## src/rtl/adda_pkg.sv

```systemverilog
// ADDA shared types and default constants.
// Used by the ADDA top and its reset sequencer.
package adda_pkg;

  typedef enum logic [2:0] {
    PLL_RST,
    WAIT_LOCK,
    STABLE,
    REL_ADC,
    RUN,
    FAULT
  } adda_seq_state_t;

  localparam int unsigned ADDA_LOCK_STABLE_CYC  = 1024;
  localparam int unsigned ADDA_LOCK_TIMEOUT_CYC = 50000;
  localparam int unsigned ADDA_RST_PULSE_CYC    = 16;
  localparam int unsigned ADDA_STAGGER_CYC      = 8;
  localparam int unsigned ADDA_MAX_RETRY        = 3;

  // counter width that stays legal for tiny parameter values
  function automatic int unsigned cw(int unsigned n);
    return (n < 2) ? 1 : $clog2(n);
  endfunction

endpackage

```

## src/rtl/adda_sync_2ff.sv

```systemverilog
// Two-flop synchronizer for a single async level.
// Async active-low reset, resets to 0.
module adda_sync_2ff (
  input  logic clk,
  input  logic rst_n,
  input  logic d,
  output logic q
);

  logic meta;

  always_ff @(posedge clk or negedge rst_n) begin
    if (!rst_n) begin
      meta <= 1'b0;
      q    <= 1'b0;
    end else begin
      meta <= d;
      q    <= meta;
    end
  end

endmodule

```

## src/rtl/adda_clk_rst_seq.sv

```systemverilog
// ADDA reset sequencer: PLL reset/retry, lock qualification,
// staggered ADC/DAC reset release, lock-loss recovery.
module adda_clk_rst_seq
  import adda_pkg::*;
#(
  parameter int unsigned LOCK_STABLE_CYC  = ADDA_LOCK_STABLE_CYC,
  parameter int unsigned LOCK_TIMEOUT_CYC = ADDA_LOCK_TIMEOUT_CYC,
  parameter int unsigned RST_PULSE_CYC    = ADDA_RST_PULSE_CYC,
  parameter int unsigned STAGGER_CYC      = ADDA_STAGGER_CYC,
  parameter int unsigned MAX_RETRY        = ADDA_MAX_RETRY
) (
  input  logic       clk,
  input  logic       rst_n,
  input  logic       pll_lock,
  input  logic       retry_i,
  output logic       pll_rst_req,
  output logic       adc_rst_n,
  output logic       dac_rst_n,
  output logic       ready,
  output logic       fault,
  output logic [7:0] lock_loss_cnt
);

  localparam int unsigned SW = cw(LOCK_STABLE_CYC);
  localparam int unsigned TW = cw(LOCK_TIMEOUT_CYC);
  localparam int unsigned PW = cw(RST_PULSE_CYC);
  localparam int unsigned GW = cw(STAGGER_CYC);
  localparam int unsigned RW = cw(MAX_RETRY);

  localparam logic [SW-1:0] S_LAST = SW'(LOCK_STABLE_CYC - 1);
  localparam logic [TW-1:0] T_LAST = TW'(LOCK_TIMEOUT_CYC - 1);
  localparam logic [PW-1:0] P_LAST = PW'(RST_PULSE_CYC - 1);
  localparam logic [GW-1:0] G_LAST = GW'(STAGGER_CYC - 1);
  localparam logic [RW-1:0] R_LAST = RW'(MAX_RETRY - 1);

  logic            lock_s;
  adda_seq_state_t state;
  adda_seq_state_t nxt;
  logic [SW-1:0]   scnt;
  logic [TW-1:0]   tcnt;
  logic [PW-1:0]   pcnt;
  logic [GW-1:0]   gcnt;
  logic [RW-1:0]   rcnt;

  adda_sync_2ff u_sync (
    .clk   (clk),
    .rst_n (rst_n),
    .d     (pll_lock),
    .q     (lock_s)
  );

  always_comb begin
    nxt = state;
    unique case (state)
      PLL_RST:
        if (pll_rst_req && pcnt == P_LAST) nxt = WAIT_LOCK;
      WAIT_LOCK:
        if (lock_s) nxt = STABLE;
        else if (tcnt == T_LAST)
          nxt = (rcnt == R_LAST) ? FAULT : PLL_RST;
      STABLE:
        if (!lock_s) nxt = WAIT_LOCK;
        else if (scnt == S_LAST) nxt = REL_ADC;
      REL_ADC:
        if (!lock_s) nxt = PLL_RST;
        else if (gcnt == G_LAST) nxt = RUN;
      RUN:
        if (!lock_s) nxt = PLL_RST;
      FAULT:
        if (retry_i) nxt = PLL_RST;
      default:
        nxt = PLL_RST;
    endcase
  end

  wire stay = (nxt == state);

  always_ff @(posedge clk or negedge rst_n) begin
    if (!rst_n) begin
      state         <= PLL_RST;
      scnt          <= '0;
      tcnt          <= '0;
      pcnt          <= '0;
      gcnt          <= '0;
      rcnt          <= '0;
      pll_rst_req   <= 1'b0;
      adc_rst_n     <= 1'b0;
      dac_rst_n     <= 1'b0;
      ready         <= 1'b0;
      fault         <= 1'b0;
      lock_loss_cnt <= '0;
    end else begin
      state       <= nxt;
      pll_rst_req <= (nxt == PLL_RST);
      adc_rst_n   <= (nxt == REL_ADC) || (nxt == RUN);
      dac_rst_n   <= (nxt == RUN);
      ready       <= (nxt == RUN);
      fault       <= (nxt == FAULT);

      // pulse count only runs once the request is visible,
      // so the post-reset pulse is as wide as a re-entry pulse
      if (state != PLL_RST || !stay) pcnt <= '0;
      else if (pll_rst_req && pcnt != P_LAST) pcnt <= pcnt + 1'b1;

      if (state != WAIT_LOCK || !stay) tcnt <= '0;
      else if (tcnt != T_LAST) tcnt <= tcnt + 1'b1;

      // entry cycle already saw lock_s high
      if (nxt != STABLE) scnt <= '0;
      else if (state != STABLE) scnt <= SW'(1);
      else if (scnt != S_LAST) scnt <= scnt + 1'b1;

      if (state != REL_ADC || !stay) gcnt <= '0;
      else if (gcnt != G_LAST) gcnt <= gcnt + 1'b1;

      if (nxt == RUN || (state == FAULT && retry_i)) rcnt <= '0;
      else if (state == WAIT_LOCK && nxt == PLL_RST) rcnt <= rcnt + 1'b1;

      if (state == RUN && !lock_s && lock_loss_cnt != 8'hFF)
        lock_loss_cnt <= lock_loss_cnt + 8'd1;
    end
  end

endmodule

```

## config.mk

```make
export PLATFORM = sky130hd
export DESIGN_NAME = adda_clk_rst_seq
export DESIGN_NICKNAME = d
export VERILOG_FILES = /design/src/rtl/adda_pkg.sv /design/src/rtl/adda_sync_2ff.sv /design/src/rtl/adda_clk_rst_seq.sv
export SDC_FILE = /design/constraint.sdc
export NUM_CORES = 1
export LEC_CHECK = 0
export CAP_MARGIN = 30
export CORE_UTILIZATION = 30
export CTS_BUF_LIST = sky130_fd_sc_hd__clkbuf_16
export DETAILED_ROUTE_END_ITERATION = 12
export MAX_ROUTING_LAYER = met4
export SLEW_MARGIN = 20
export SYNTH_ARGS = -nofsm -noshare
export SYNTH_HDL_FRONTEND = slang
export SYNTH_SLANG_ARGS = --single-unit
```

## constraint.sdc

```tcl
create_clock -name clk -period 2.6 [get_ports clk]
set_clock_uncertainty 0.15 [all_clocks]
set_input_delay 0.39 -clock clk [delete_from_list [all_inputs] [get_ports clk]]
set_output_delay 0.39 -clock clk [all_outputs]
set_load 0.005 [all_outputs]
```

==> metrics <==
Initial Utilization just over 30%; failing checks DRC; first-pass GRT wire length 9450 µm; power per cell area between 600 and 700 nW/µm²; number of max-cap violations 0; Leak between 1 and 1.5 nW; Sink Count 52; Slew HR 55.3%; Clock Pin Slew Worst Setup and Hold Paths 0.07 ns; Required @ worst endpoint 2.59 ns; CP Max Fanout 14; Final ANT Viol Nets 0; Worst setup EP type register; post-cts resize count 0; fraction of layout cells with a size suffix above 1 roughly a tenth; R2R setup slack around 0.36 ns; Yosys reg bits 52; placed inst area ~3000 µm²; Inserted Clock Buffers 5; antenna cells 0; TritonRoute pass-1 iters 8; I/O pins 17; Hold Buf Count CTS 0; Register Area about 1300 µm²; clock period minus final worst setup slack between 2 and 2.5 ns; DRT Wirelength roughly 5200 µm; clk buf depth 2; port bufs 16; multi-input logic area about 1400 µm²; worst vdd ir between 0.0002 and 0.0003 V; sequential share of the synthesized area approximately 47%; worst-skew pair later-pin latency roughly 0.29 ns; Unique masters post-synth 55; unrepaired setup endpoints after global routing false; routability cong. 0.770; status finished, violations left; Fillers 878; core area slightly below 9000 µm²; H-tree Lvls 2; Synth warnings 0; DR iter-0 viols 132; GRT Util Overall 12.5%; setup TNS 0 ns; die width between 90 and 100 µm; Slew @ Worst Pin roughly 0.67 ns; design area 3130 µm²; row count 34; most common cell after layout, fill and taps aside dfrtp_1; drt via density about 5.3; die area 9530 µm²; vias in the first global route a little over 2000; Post-synth ARST share 100%; most frequent cells in the layout dfrtp_1, nor3_1, nand3_1, xnor2_1, clkdlybuf4s50_1; WS Path Type register to register; Hold Path Class primary input to asynchronous set/reset pin; WL/cell between 10 and 15 µm; Post-Synthesis Cell Area 2740 µm²; top_reg_cell synth dfrtp_1; nets@finish between 200 and 300; number of flops mapped to enable cells by yosys 0; area delta synth->final 14.1%; Max Slew Vio Count 0; antenna violations before repair 0; data arrival time of the worst path 2.23 ns; Post-route DRC 8; Die Ht around 100 µm; syn nets around 270; startpoint types register; fin crit share between 80% and 90%; CTS tree yes; Post-Synthesis Cells 254; post-CTS setup buffer count 0; synthesized area per cell about 11 µm²; largest net degree at the start of global routing 53; total gr overflow 0; Fin. Hold Viols 0; post-DP HPWL 3570 µm; Final setup violation count 0; max frequency between 400 and 500 MHz; vias after detailed routing around 2000; root buf cell clkbuf_16
[final cells by class]
type / count / share of cell area [%]
well taps: 108 / 4.31
clock buffers: 5 / 4.00
multi-input cells: 191 / 43.6
flip-flops and latches: 52 / 41.6
repair buffers: 19 / 5.67
inverters: 3 / 0.360
clock inverters: 3 / 0.479
[report_power, final]
part	internal, W	switching, W	leakage, nW
clock	0.000350	0.000284	0.0687
combinational	0.000183	0.000182	0.490
sequential	0.000880	0.0000955	0.707
total	0.00141	0.000562	1.27
[metrics by stage]
step / worst slack [ns] / total power [W] / hold WS (ns) / util (%) / instances
finish: 0.357 / 0.00197 / 0.0615 / 35.6 / 381
global route: 0.222 / 0.00210 / 0.110 / 35.6 / 381
CTS: 0.355 / 0.00200 / 0.0926 / 35.6 / 381
detailed placement: 0.306 / 0.00136 / 0.191 / 34.0 / 373
global placement: 0.302 / 0.00135 / 0.183 / 34.0 / 373
floorplan: 0.665 / 0.00129 / -0.0556 / - / 254
[cell families after synthesis]
kind of cell	after synthesis	share of synthesized area, %
flip-flops	52	47.4
adder cells (fa/ha/maj)	7	3.19
XOR/XNOR	23	7.34
AND/OR/NAND/NOR	132	31.0
AO/OA/AOI/OAI	25	6.79
multiplexers	4	1.50
buffers and inverters	11	2.78
[critical path, cell delays in order, from the launching register on]
cell     delay, ns
dfrtp_1       0.50
or4b_2        0.72
o22ai_2       0.23
or3_1         0.40
nor4b_2       0.10
[synthesized netlist by cell type, drive strengths merged, types with 2 or more instances]
cell type  count  share of area [%]
nor2b          2               0.46
nor2          12                1.6
or3            4                1.1
and2           6                1.4
mux2i          3                1.1
and3           6                1.4
o22ai          2               0.68
o21ai          2               0.36
nand4         11                2.5
a31oi          2               0.46
nand2b         3               0.68
xnor2         15                4.8
nand3b         3               0.82
dfrtp         52                 47
and4           6                1.9
or3b           2               0.64
nand3         15                2.7
and4b          2               0.73
and4bb         3                1.4
nand2         14                1.9
inv            3               0.41
buf            7                2.2
nor4b          3                1.7
a21boi         2               0.55
nor4          10                3.1
ha             7                3.2
nand4b         3               0.96
nor3          21                3.8
xor2           8                2.6
or4b           3                1.4
a21oi          9                1.8
[flip-flops by register name (all words and copies together), names as in the netlist, 2 cells and up]
name,cells
pcnt,4
gcnt,3
tcnt,16
rcnt,2
lock_loss_cnt,8
state,3
scnt,10
[worst paths after layout]
path                             start          endpoint  depth (start not counted)
min reg2reg                u_sync.meta          u_sync.q                          0
min                              rst_n  lock_loss_cnt[6]                          2
max reg2reg                   state[2]           scnt[1]                          4
max                           state[2]           scnt[1]                          4
min in group clk           u_sync.meta          u_sync.q                          0
max in group asynchronous        rst_n          tcnt[14]                          2
[routing by layer]
| metal | vias up | global-route usage [%] | part of all wire (%) |
|---|---|---|---|
| met3 | 7 | 3.60 | 3.7 |
| met1 | 983 | 16.4 | 50 |
| met2 | 29 | 18.6 | 45 |
| li1 | 983 | - | - |
| met5 | - | - | 0 |
| met4 | 0 | 4.20 | 1.2 |
Power figures use the tool's default switching activity.
